==> src/rtl/sa_ctrl_pkg.sv <==
// sa_ctrl_pkg: shared states, tile count and tile-offset helper for the loader sequencer
package sa_ctrl_pkg;
  typedef enum logic [2:0] {
    IDLE  = 3'd0,
    WLOAD = 3'd1,
    FLOAD = 3'd2,
    GAP   = 3'd3,
    DONE  = 3'd4
  } state_t;
  localparam int NUM_TILES = 4;
  function automatic int tile_off(input logic [1:0] tile, input int stride);
    return (tile[1] ? stride : 0) + int'(tile[0]);
  endfunction
endpackage

==> src/rtl/sa_ctrl_watchdog.sv <==
// sa_ctrl_watchdog: per-phase cycle counter with expiry and done-guard indication
module sa_ctrl_watchdog #(
  parameter int TIMEOUT = 255
) (
  input  logic clk,
  input  logic rst,
  input  logic clr,
  input  logic en,
  output logic expire,
  output logic armed
);
  localparam int CW = $clog2(TIMEOUT + 1);
  logic [CW-1:0] cnt;
  // count cycles spent in a load phase, restarting on every state entry
  always_ff @(posedge clk or negedge rst)
    if (!rst) cnt <= '0;
    else if (clr) cnt <= '0;
    else if (en) cnt <= cnt + 1'b1;
  assign expire = en && cnt == CW'(TIMEOUT - 1);
  assign armed  = cnt != '0;
endmodule

==> src/rtl/sa_loader_ctrl.sv <==
// sa_loader_ctrl: sequences weight preload and four feature-tile passes of the 2x2 systolic loader
module sa_loader_ctrl
  import sa_ctrl_pkg::*;
#(
  parameter int ADDR_W     = 6,
  parameter int ROW_STRIDE = 4,
  parameter int TIMEOUT    = 255
) (
  input  logic              clk,
  input  logic              rst,
  input  logic              start_i,
  input  logic              skip_wl_i,
  input  logic              abort_i,
  input  logic [ADDR_W-1:0] feat_base_i,
  input  logic              is_WL_done_i,
  input  logic              is_FL_done_i,
  input  logic [7:0]        c11_i,
  input  logic [7:0]        c12_i,
  input  logic [7:0]        c21_i,
  input  logic [7:0]        c22_i,
  output logic              Weight_Preloader_en_o,
  output logic              Feature_Loader_en_o,
  output logic              mode_o,
  output logic [ADDR_W-1:0] feature_baseaddr_o,
  output logic [2:0]        c_sel_o,
  output logic              busy_o,
  output logic              done_o,
  output logic              err_o,
  output logic [31:0]       result_o
);
  state_t state, nxt;
  logic [1:0] tile, tile_n;
  logic [ADDR_W-1:0] base, base_n;
  logic err_n, expire, armed, last;
  assign last = tile == 2'(NUM_TILES - 1);
  sa_ctrl_watchdog #(.TIMEOUT(TIMEOUT)) u_wd (
    .clk    (clk),
    .rst    (rst),
    .clr    (nxt != state),
    .en     (state == WLOAD || state == FLOAD),
    .expire (expire),
    .armed  (armed)
  );
  // next state, tile/base bookkeeping and sticky error; abort beats done, done beats timeout
  always_comb begin
    nxt    = state;
    tile_n = tile;
    base_n = base;
    err_n  = err_o;
    unique case (state)
      IDLE: if (start_i) begin
        nxt    = skip_wl_i ? FLOAD : WLOAD;
        tile_n = '0;
        base_n = feat_base_i;
        err_n  = 1'b0;
      end
      WLOAD:
        if (abort_i) nxt = IDLE;
        else if (armed && is_WL_done_i) nxt = FLOAD;
        else if (expire) begin
          nxt   = IDLE;
          err_n = 1'b1;
        end
      FLOAD:
        if (abort_i) nxt = IDLE;
        else if (armed && is_FL_done_i) begin
          nxt    = last ? DONE : GAP;
          tile_n = last ? tile : tile + 2'd1;
        end else if (expire) begin
          nxt   = IDLE;
          err_n = 1'b1;
        end
      GAP:     nxt = abort_i ? IDLE : FLOAD;
      DONE:    nxt = IDLE;
      default: nxt = IDLE;
    endcase
  end
  // state plus outputs registered from the upcoming state so they align with it
  always_ff @(posedge clk or negedge rst)
    if (!rst) begin
      state                 <= IDLE;
      tile                  <= '0;
      base                  <= '0;
      err_o                 <= 1'b0;
      Weight_Preloader_en_o <= 1'b0;
      Feature_Loader_en_o   <= 1'b0;
      mode_o                <= 1'b0;
      busy_o                <= 1'b0;
      done_o                <= 1'b0;
      feature_baseaddr_o    <= '0;
      c_sel_o               <= '0;
      result_o              <= '0;
    end else begin
      state                 <= nxt;
      tile                  <= tile_n;
      base                  <= base_n;
      err_o                 <= err_n;
      Weight_Preloader_en_o <= nxt == WLOAD;
      Feature_Loader_en_o   <= nxt == FLOAD;
      mode_o                <= nxt == FLOAD || nxt == GAP;
      busy_o                <= nxt != IDLE;
      done_o                <= state == DONE && !abort_i;
      feature_baseaddr_o    <= base_n + ADDR_W'(tile_off(tile_n, ROW_STRIDE));
      c_sel_o               <= {1'b0, tile_n};
      if (state == DONE && !abort_i) result_o <= {c11_i, c12_i, c21_i, c22_i};
    end
endmodule

==> config.mk <==
export PLATFORM = sky130hd
export DESIGN_NAME = sa_loader_ctrl
export DESIGN_NICKNAME = d
export VERILOG_FILES = /design/src/rtl/sa_ctrl_pkg.sv /design/src/rtl/sa_ctrl_watchdog.sv /design/src/rtl/sa_loader_ctrl.sv
export SDC_FILE = /design/constraint.sdc
export NUM_CORES = 1
export LEC_CHECK = 0
export CAP_MARGIN = 10
export CORE_MARGIN = 3
export CORE_UTILIZATION = 50
export CTS_CLUSTER_SIZE = 12
export DETAILED_ROUTE_END_ITERATION = 12
export PLACE_DENSITY = 0.87
export SYNTH_ARGS = -nofsm -noshare
export SYNTH_HDL_FRONTEND = slang
export SYNTH_SLANG_ARGS = --single-unit
==> constraint.sdc <==
create_clock -name clk -period 5.94 [get_ports clk]
set_input_delay 0.891 -clock clk [delete_from_list [all_inputs] [get_ports clk]]
set_output_delay 0.891 -clock clk [all_outputs]
set_load 0.1 [all_outputs]
# ---- Word-level counts from Yosys, hierarchy flattened
# Index checks and enable logic that the tools add are counted.
dict set report word_totals {
  register_bits 63
  mem_count 0
  output_inout_bits 47
  latchBits 0
  ramBits 0
  mem_bits_ro 0
  in_bits 45
}
dict set report op_classes {
  n_mux 27
  n_reduce_logical 13
  div 0
  n_mul 0
  eq_ne 15
  addsub 4
  n_lt_le_gt_ge 0
  shift 0
  bitwise 0
}
# operator n
set ops {}
lappend ops {{$mux 3} 8}
lappend ops {{$mux 8} 2}
lappend ops {{$eq 3x2->1 const B} 4}
lappend ops {{$mux 2} 6}
lappend ops {{$mux 6} 2}
lappend ops {{$pmux 3 s4} 1}
lappend ops {{$ne 2x2->1 const B} 5}
lappend ops {{$add 8x1->8 const B} 1}
lappend ops {{$eq 8x8->1 const B} 1}
lappend ops {{$reduce_bool 8->1} 1}
lappend ops {{$add 6x4->6} 1}
lappend ops {{$eq 3x1->1 const B} 2}
lappend ops {{$mux 1} 6}
lappend ops {{$reduce_and 6->1} 1}
lappend ops {{$reduce_bool 3->1} 2}
lappend ops {{$add 3x1->4} 1}
lappend ops {{$logic_and 1x1->1} 4}
lappend ops {{$pmux 2 s2} 1}
lappend ops {{$eq 3x3->1 const B} 1}
lappend ops {{$logic_not 3->1} 1}
lappend ops {{$ne 3x3->1} 1}
lappend ops {{$pmux 1 s3} 1}
lappend ops {{$add 2x1->2 const B} 1}
lappend ops {{$eq 2x2->1 const B} 1}
lappend ops {{other kinds (3)} 4}

# ---- Logic depth before layout (Yosys ltp)
# Gate-level depths: netlist of run 1.
dict set report logic_depth {
  ltp_word 9
  depth_mapped 11
  mapped_depth_nobuf 11
}

# ---- Hierarchy
# Synthesis of run 1 repeated with hierarchy kept, for this count alone.
dict set report hier_totals {
  cells_unflattened 217
  area_unflattened_um2 2770.2
}
# mod n_inst cells_each area_per_inst_um2
set modules_own_cells {}
lappend modules_own_cells {sa_loader_ctrl 1 171 2331.0}
lappend modules_own_cells {sa_ctrl_watchdog 1 46 439.2}

# ---- Worst setup path before layout of run 1
# No wires, ideal clock.
dict set report synth_path {
  path_type {input to register}
  start {input start_i}
  end {register feature_baseaddr_o[5]}
  t_arrival_ps 2612
  required_ps 5860
  cell_stages 7
  path_buffers 1
  setup_slack_ps 3248
  cell_sequence {nor4b_2 > buf_2 > mux2_2 > ha_1 > and4_1 > o311ai_1 > xnor2_1}
}
dict set report synth_via {
  word_cells_on_any_way 7
  cone_classes {add/sub (2); mux (5)}
}
# item line_no
set synth_lines {}
lappend synth_lines {{from (decl)} sa_loader_ctrl.sv:11} ;# input logic start_i,
lappend synth_lines {{$mux 6} sa_loader_ctrl.sv:51} ;# IDLE: if (start_i) begin
lappend synth_lines {{$mux 6} sa_loader_ctrl.sv:50} ;# unique case (state)
lappend synth_lines {{named net base_n[2]} sa_loader_ctrl.sv:33} ;# logic [ADDR_W-1:0] base, base_n;
lappend synth_lines {{$add 6x4->6} sa_loader_ctrl.sv:103} ;# feature_baseaddr_o <= base_n + ADDR_W'(tile_off(tile_n, ROW_STRIDE));
lappend synth_lines {{to (signal assigned)} sa_loader_ctrl.sv:103}
lappend synth_lines {{to (decl)} sa_loader_ctrl.sv:24} ;# output logic [ADDR_W-1:0] feature_baseaddr_o,
# The timed path passes the listed nets, and every way through them passes these cells.
# A chain may end at the register's enable or synchronous reset.

# ---- Worst setup path after layout of run 1
# Same ends and word-level chain as after synthesis.

==> impl_metrics.prom, run 1 <==
# TYPE chip_impl_metric gauge
chip_impl_metric{name="numPortBuffers",unit=""} 90
chip_impl_metric{name="cts.repair_timing.setup_buffer_count",unit=""} 0
chip_impl_metric{name="number_of_synthesized_flops_with_an_enable_pin",unit=""} 0
chip_impl_metric{name="cts-root-to-sink-buffers",unit=""} 2
chip_impl_metric{name="postSynthCellCount",unit=""} 218
chip_impl_metric{name="antennaDiodeCount",unit=""} 0
chip_impl_info{name="clockRootBuffer",value="sky130_fd_sc_hd__clkbuf_8"} 1
chip_impl_info{name="hp-class",value="flop to flop"} 1
chip_impl_metric{name="layout_overhead_on_the_synthesized_area",unit="%"} 40.8
chip_impl_metric{name="cts-htree-levels",unit=""} 3
chip_impl_info{name="run_status",value="complete, no violations"} 1
chip_impl_info{name="highest_utilization_routing_layer_at_the_global_route_stage",value="met2"} 1
chip_impl_info{name="timing.critical_path.slowest_stage_cell",value="sky130_fd_sc_hd__nor4b_2"} 1
chip_impl_metric{name="critPathMaxStageDelay",unit="ps"} 800
chip_impl_metric{name="synth-xor-area-share",unit=""} 0.0366
chip_impl_info{name="synth_commonest_cells",value="63 x sky130_fd_sc_hd__dfrtp_1, 36 x sky130_fd_sc_hd__mux2_2, 10 x sky130_fd_sc_hd__xnor2_1, 9 x sky130_fd_sc_hd__nand2_1"} 1
chip_impl_metric{name="avgViaCountPerCell",unit=""} 5.51
chip_impl_metric{name="setup-violations-final",unit=""} 0
chip_impl_info{name="synthFlopType",value="sky130_fd_sc_hd__dfrtp_1"} 1
chip_impl_metric{name="p_per_area",unit="nW/µm²"} 386
chip_impl_metric{name="drt_pass1_iterations",unit=""} 4
chip_impl_metric{name="synth_largest_type_area_fraction",unit=""} 0.549
chip_impl_metric{name="report.final.hold_viol_count",unit=""} 0
chip_impl_metric{name="post_synth.cell_area_avg",unit="µm²"} 13.2
chip_impl_metric{name="synth.distinct_cells",unit=""} 53
chip_impl_metric{name="clock_buffer_count_from_cts",unit=""} 9
chip_impl_info{name="cts_tree",value="yes"} 1
chip_impl_metric{name="dieHeight",unit="µm"} 81.8
chip_impl_metric{name="met1_usage",unit=""} 0.283
chip_impl_metric{name="num_rows",unit=""} 26
chip_impl_info{name="count_leader_synth",value="sky130_fd_sc_hd__dfrtp_1"} 1
chip_impl_metric{name="clock-skew-final",unit="ps"} 7.10
chip_impl_metric{name="power.static_leakage",unit="µW"} 0.00178
chip_impl_info{name="largest_family_of_logic_cells_by_synthesized_area",value="multiplexers"} 1
chip_impl_metric{name="clock_sink_count",unit=""} 63
chip_impl_metric{name="post_synth_and_or_nand_nor_area_fraction",unit=""} 0.111
chip_impl_metric{name="antenna_violations_before_repair",unit=""} 0
chip_impl_metric{name="globalRouteMet3Util",unit=""} 0.0779
chip_impl_metric{name="timing.critical_path.required",unit="ps"} 6200
chip_impl_metric{name="rel_slew_slack",unit=""} 0.311
chip_impl_metric{name="worst-slew-pin-transition",unit="ps"} 1030
chip_impl_metric{name="async_reset_ff_frac",unit=""} 1.00
chip_impl_metric{name="syn_std_cell_area",unit="µm²"} 2870
chip_impl_metric{name="remaining_drc_errors",unit=""} 0
chip_impl_info{name="netlist_top_cells_area",value="sky130_fd_sc_hd__dfrtp_1 55%, sky130_fd_sc_hd__mux2_2 14%, sky130_fd_sc_hd__xnor2_1 3.0%, sky130_fd_sc_hd__ha_1 2.6%, sky130_fd_sc_hd__a211oi_1 1.8%"} 1
chip_impl_metric{name="grt_max_degree",unit=""} 64
chip_impl_metric{name="p_total",unit="µW"} 1560
chip_impl_metric{name="fin_nets",unit=""} 363
chip_impl_metric{name="global_route_wire_length_before_repair",unit="mm"} 10.8
chip_impl_metric{name="maxSlewViolCount",unit=""} 0
chip_impl_metric{name="design.die.area",unit="µm²"} 6690
chip_impl_metric{name="min_period_over_period",unit=""} 0.577
chip_impl_info{name="timing_worst_setup_path_type",value="primary input to flop"} 1
chip_impl_metric{name="ctsHoldBuffers",unit=""} 0
chip_impl_metric{name="vias",unit=""} 2134
chip_impl_metric{name="via_count_of_the_first_global_routing_pass",unit=""} 2184
chip_impl_metric{name="detail-route-antenna-nets",unit=""} 0
chip_impl_metric{name="total_global_routing_track_utilization",unit=""} 0.219
chip_impl_metric{name="timing.max_cap.violations",unit=""} 0
chip_impl_metric{name="route.detailed.wl_per_inst",unit="µm"} 17.2
chip_impl_metric{name="period_needed",unit="ps"} 3430
chip_impl_metric{name="drt-total-wl",unit="mm"} 6.67
chip_impl_metric{name="gp_routability_congestion",unit=""} 0.842
chip_impl_metric{name="setup_tns_after_final_layout",unit="ps"} 0
chip_impl_info{name="worstSetupEndpointType",value="flop"} 1
chip_impl_metric{name="synth_compound_gate_area_share",unit=""} 0.102
chip_impl_metric{name="timing.critical_path.fanout_max",unit=""} 11
chip_impl_info{name="rsz0062_at_grt",value="false"} 1
chip_impl_metric{name="globalRouteMet2Util",unit=""} 0.348
chip_impl_metric{name="dp.final_hpwl",unit="mm"} 4.70
chip_impl_metric{name="worstPathArrival",unit="ps"} 3690
chip_impl_metric{name="timing.fmax",unit="GHz"} 0.292
chip_impl_metric{name="globalRoute.totalOverflow",unit=""} 0
chip_impl_metric{name="yosys.area_share.adder",unit=""} 0.0261
chip_impl_metric{name="synth-seq-area-share",unit=""} 0.549
chip_impl_metric{name="post_cts.resized_instances",unit=""} 0
chip_impl_metric{name="fp.coreArea",unit="µm²"} 5340
chip_impl_metric{name="clock_latency_on_the_worst_skew_pair",unit="ps"} 340
chip_impl_metric{name="hold_worst_slack",unit="ps"} 493
chip_impl_metric{name="drt_first_iter_violations",unit=""} 97
chip_impl_metric{name="initial_core_util",unit=""} 0.538
chip_impl_metric{name="mappedNetlistNets",unit=""} 269
chip_impl_metric{name="clk_transition_reported_paths",unit="ps"} 60
chip_impl_info{name="startpoint_types",value="primary input"} 1
chip_impl_metric{name="synth-warning-count",unit=""} 0
chip_impl_info{name="crit_chain",value="clkdlybuf4s50_1 > nor4b_2 > mux2_2 > ha_1 > nand3_1 > nor2_1 > o311ai_1 > xnor2_1"} 1
chip_impl_metric{name="ir_worst_vdd",unit="V"} 0.000387
chip_impl_metric{name="die_w",unit="µm"} 81.8
chip_impl_info{name="yosysTopAreaCell",value="sky130_fd_sc_hd__dfrtp_1"} 1
chip_impl_metric{name="drive_gt1_frac",unit=""} 0.218
chip_impl_metric{name="num_io_pins",unit=""} 92
chip_impl_metric{name="seq_cells_post_synth",unit=""} 63
chip_impl_metric{name="post_synth_mux_area_share",unit=""} 0.149
==> metal layers <==
layer  vias up  share of wire
met5         -              0
met4         0          0.015
met3         9           0.10
met2       105           0.46
met1      1036           0.43
li1        984              -
==> state kept, by name (all words and copies together), names as in the netlist <==
signal / flops
done_o: 1
state: 3
result_o: 32
u_wd.cnt: 8
feature_baseaddr_o: 6
err_o: 1
mode_o: 1
base: 6
Weight_Preloader_en_o: 1
Feature_Loader_en_o: 1
busy_o: 1
c_sel_o: 2
==> placed cells by master (no fill, tap or decap), drive strengths merged, types with 4 or more instances in the layout <==
cell	netlist	routed
clkdlybuf4s50	0	89
a211oi	7	7
dfrtp	63	63
nor2	6	6
inv	7	7
nor4b	4	4
o21ai	5	5
clkbuf	1	13
a21oi	6	6
nor3	6	6
nand2	10	10
mux2	38	38
xnor2	10	10
nand3	5	5
ha	6	6
==> logic make-up after synthesis <==
family                     after synthesis
DFF                                     63
and+or+nand+nor                         50
muxes                                   38
AOI/OAI and AO/OA                       32
buffers and inverters                   16
xor gates and xnor gates                12
adders and majority gates                6
other                                    1
==> worst paths after layout <==
path                             start                    end  slack, ps  cells after the start
min                        result_o[4]            result_o[4]        490                      1
max                            start_i  feature_baseaddr_o[5]       2510                      8
max reg2reg                   state[1]  feature_baseaddr_o[5]       2840                      7
min reg2reg                result_o[4]            result_o[4]        490                      1
min in group asynchronous          rst           result_o[30]        710                      2
max in group asynchronous          rst  feature_baseaddr_o[1]       4730                      2
==> power by group <==
group          leakage (µW)  switching [µW]  internal [µW]
Sequential         0.000845            49.1            493
Clock              0.000109             160            227
Combinational      0.000826             442            189
==> final cells by class <==
class	count	area, µm²
sequential	63	1580
fill	359	1290
multi-input combinational	139	1230
timing repair buffer	92	911
clock buffer	13	169
tap	70	87.6
clock inverter	3	40.0
inverter	7	26.3
==> critical path, delay by kind of cell <==
| kind | cells | cell delay [ps] |
|---|---|---|
| AOI/OAI and AO/OA | 1 | 380 |
| xor gates and xnor gates | 1 | 160 |
| adders and majority gates | 1 | 360 |
| buffers and inverters | 1 | 510 |
| muxes | 1 | 440 |
| and+or+nand+nor | 3 | 970 |
==> metrics by stage <==
stage	util	cell area, µm²	std cells	worst slack [ps]
floorplan	-	2870	218	3250
global placement	0.719	3830	371	2290
detailed placement	0.719	3830	371	2170
CTS	0.758	4040	387	2490
global route	0.758	4040	387	2330
finish	0.758	4040	387	2510
Note: power is estimated with default switching activity, not from simulation.
==> run 2, diff against run 1 <==
Settings changed: CORE_UTILIZATION 50 to 46, PLACE_DENSITY 0.87 to 0.81.
Clock period 5.94 ns to 3.2 ns, I/O delays scaled along.
==> run 2 against run 1 <==
Net effect:
- flip-flop and latch count unchanged
- clock-buffer cell count decreased by 3
- core utilization down 8.8 points
- clock power grew 76%
- clock skew up 1.2 ps
- non-clock buffer count rose by 2
- worst hold slack worse by 280 ps
- sequential power rose by 80%
- sequential share of layout area grew 0.29 points
- via count down 3.7%
- critical path depth up 3
==> impl_metrics.prom, run 2 (synthesized netlist as in run 1, its figures left out) <==
# TYPE chip_impl_metric gauge
chip_impl_info{name="run_status",value="complete, no violations"} 1
chip_impl_metric{name="numPortBuffers",unit=""} 90
chip_impl_metric{name="critPathMaxStageDelay",unit="ps"} 510
chip_impl_metric{name="setup-violations-final",unit=""} 0
chip_impl_metric{name="layoutNonFillerInstCount",unit=""} 394
chip_impl_metric{name="power.static_leakage",unit="µW"} 0.00181
chip_impl_metric{name="num_rows",unit=""} 28
chip_impl_metric{name="fin_nets",unit=""} 365
chip_impl_info{name="most-common-layout-cells",value="73 x sky130_fd_sc_hd__clkdlybuf4s50_1, 63 x sky130_fd_sc_hd__dfrtp_1, 36 x sky130_fd_sc_hd__mux2_2"} 1
chip_impl_info{name="timing_worst_setup_path_type",value="flop to flop"} 1
chip_impl_info{name="clockRootBuffer",value="sky130_fd_sc_hd__clkbuf_8"} 1
chip_impl_metric{name="ir_worst_vdd",unit="V"} 0.000507
chip_impl_metric{name="met1Wirelength",unit="mm"} 2.88
chip_impl_metric{name="num_io_pins",unit=""} 92
chip_impl_metric{name="via_count_of_the_first_global_routing_pass",unit=""} 2111
chip_impl_metric{name="route.detailed.wl_per_inst",unit="µm"} 15.9
chip_impl_metric{name="met2_length",unit="mm"} 2.85
chip_impl_metric{name="cts.repair_timing.setup_buffer_count",unit=""} 0
chip_impl_metric{name="report.final.hold_viol_count",unit=""} 0
chip_impl_info{name="mostFrequentLayoutCell",value="sky130_fd_sc_hd__clkdlybuf4s50_1"} 1
chip_impl_metric{name="maxSlewViolCount",unit=""} 0
chip_impl_metric{name="dp.cells",unit=""} 378
chip_impl_info{name="layout_top_registers",value="result_o (32), u_wd.cnt (8)"} 1
chip_impl_metric{name="place_ws",unit="ps"} 186
chip_impl_metric{name="min_period_over_period",unit=""} 0.879
chip_impl_metric{name="vias",unit=""} 2055
chip_impl_metric{name="initial_core_util",unit=""} 0.480
chip_impl_metric{name="avgViaCountPerCell",unit=""} 5.22
chip_impl_metric{name="setup_tns_after_final_layout",unit="ps"} 0
chip_impl_info{name="crit_top_cell",value="sky130_fd_sc_hd__ha_1"} 1
chip_impl_metric{name="dr_wl_met3",unit="µm"} 486
chip_impl_metric{name="design.die.area",unit="µm²"} 7230
chip_impl_metric{name="timing.critical_path.fanout_max",unit=""} 6
chip_impl_metric{name="die_w",unit="µm"} 85.0
chip_impl_metric{name="gp_routability_congestion",unit=""} 0.865
chip_impl_metric{name="ff2ff_setup_slack",unit="ps"} 390
chip_impl_metric{name="postLayoutSetupSlackWorst",unit="ps"} 388
chip_impl_info{name="startpoint_types",value="flop"} 1
chip_impl_metric{name="rel_slew_slack",unit=""} 0.333
chip_impl_metric{name="post-route-util",unit=""} 0.670
chip_impl_info{name="timing.critical_path.slowest_stage_cell",value="sky130_fd_sc_hd__or4b_4"} 1
chip_impl_metric{name="clock_sink_count",unit=""} 63
chip_impl_metric{name="fp.coreArea",unit="µm²"} 5990
chip_impl_metric{name="clk_transition_reported_paths",unit="ps"} 70
chip_impl_metric{name="timing.critical_path.required",unit="ps"} 3450
chip_impl_metric{name="antennaDiodeCount",unit=""} 0
chip_impl_info{name="cts_tree",value="yes"} 1
chip_impl_metric{name="drt-total-wl",unit="mm"} 6.28
chip_impl_metric{name="drt_pass1_iterations",unit=""} 4
chip_impl_info{name="worstSetupStartpoint",value="u_wd.cnt[0]"} 1
chip_impl_metric{name="period_needed",unit="ps"} 2810
chip_impl_metric{name="grt_max_degree",unit=""} 34
chip_impl_metric{name="post_cts.resized_instances",unit=""} 0
chip_impl_metric{name="ctsHoldBuffers",unit=""} 0
chip_impl_info{name="rsz0062_at_grt",value="false"} 1
chip_impl_metric{name="worst-slew-pin-transition",unit="ps"} 997
chip_impl_metric{name="cts-root-to-sink-buffers",unit=""} 2
chip_impl_info{name="hp-class",value="primary input to asynchronous set/reset pin"} 1
chip_impl_metric{name="antenna_violations_before_repair",unit=""} 0
chip_impl_metric{name="clock-skew-final",unit="ps"} 8.32
chip_impl_metric{name="drive_gt1_frac",unit=""} 0.276
chip_impl_info{name="route.top_layer_used",value="met4"} 1
chip_impl_metric{name="dieHeight",unit="µm"} 85.0
chip_impl_metric{name="p_per_area",unit="nW/µm²"} 708
chip_impl_metric{name="largest_register_ffs",unit=""} 32
chip_impl_metric{name="cts-htree-levels",unit=""} 3
chip_impl_metric{name="detail-route-antenna-nets",unit=""} 0
chip_impl_metric{name="clock_latency_on_the_worst_skew_pair",unit="ps"} 330
chip_impl_metric{name="total_global_routing_track_utilization",unit=""} 0.188
chip_impl_info{name="worstSetupEndpointType",value="flop"} 1
chip_impl_metric{name="global_route_wire_length_before_repair",unit="mm"} 10.7
chip_impl_metric{name="timing.fmax",unit="GHz"} 0.356
chip_impl_metric{name="drt_first_iter_violations",unit=""} 44
chip_impl_info{name="regMostFlops",value="result_o"} 1
chip_impl_metric{name="worstPathArrival",unit="ps"} 3070
chip_impl_metric{name="dp.final_hpwl",unit="mm"} 4.72
chip_impl_metric{name="remaining_drc_errors",unit=""} 0
chip_impl_metric{name="layout_overhead_on_the_synthesized_area",unit="%"} 39.7
chip_impl_metric{name="clock_buffer_count_from_cts",unit=""} 9
chip_impl_info{name="reg_to_reg_startpoint",value="u_wd.cnt[0]"} 1
chip_impl_metric{name="globalRoute.totalOverflow",unit=""} 0
chip_impl_info{name="crit_chain",value="inv_1 > ha_1 > or4b_4 > o21a_2 > and4_1 > nor3_1 > ha_1 > ha_1 > a21o_1 > and2_1 > xor2_1"} 1
chip_impl_metric{name="timing.max_cap.violations",unit=""} 0
-- run 2: per-layer routing --
metal  vias up  global-route usage
met5         -                   0
met4         0              0.0561
met3         5              0.0447
met2        82               0.292
met1       983               0.265
li1        985                   -
-- run 2: worst paths after layout --
check                                             end  cells after the start
worst max-delay path            feature_baseaddr_o[4]                     11
worst min-delay path                      result_o[2]                      1
worst max register to register  feature_baseaddr_o[4]                     11
worst min register to register           result_o[30]                      1
max in group asynchronous                result_o[15]                      2
min in group clk                         result_o[30]                      1
-- run 2: per-stage QoR --
stage | power, µW | instance area (µm²) | hold slack, ps
floorplan | 1880 | 2870 | 184
global placement | 2170 | 3820 | 469
detailed placement | 2190 | 3820 | 477
CTS | 2880 | 4010 | 220
finish | 2840 | 4010 | 212
global route | 2990 | 4010 | 249
-- run 2: critical path: cells and delay by family, from the launching register on --
family,cells,cell delay (ps)
DFF,1,420
xor gates and xnor gates,1,140
buffers and inverters,1,100
and+or+nand+nor,4,1080
AOI/OAI and AO/OA,2,410
adders and majority gates,3,590
-- run 2: power by group --
group	switching, µW	leakage (µW)	internal, µW	total, µW
clock network	305	0.0000981	376	682
logic	830	0.000865	354	1180
registers	61.4	0.000845	916	977
-- run 2: cell type report --
class	count	area, µm²
fillers	443	1980
flip-flops and latches	63	1580
multi-input cells	139	1230
repair buffers	94	886
clock buffers	10	138
well taps	75	93.8
clock inverters	6	60.1
inverters	7	26.3
==> run 3, diff against run 2 <==
Settings changed: SLEW_MARGIN set to 20.
==> results of run 3 <==
No change in the layout: final DEF, timing and power equal those of run 2.
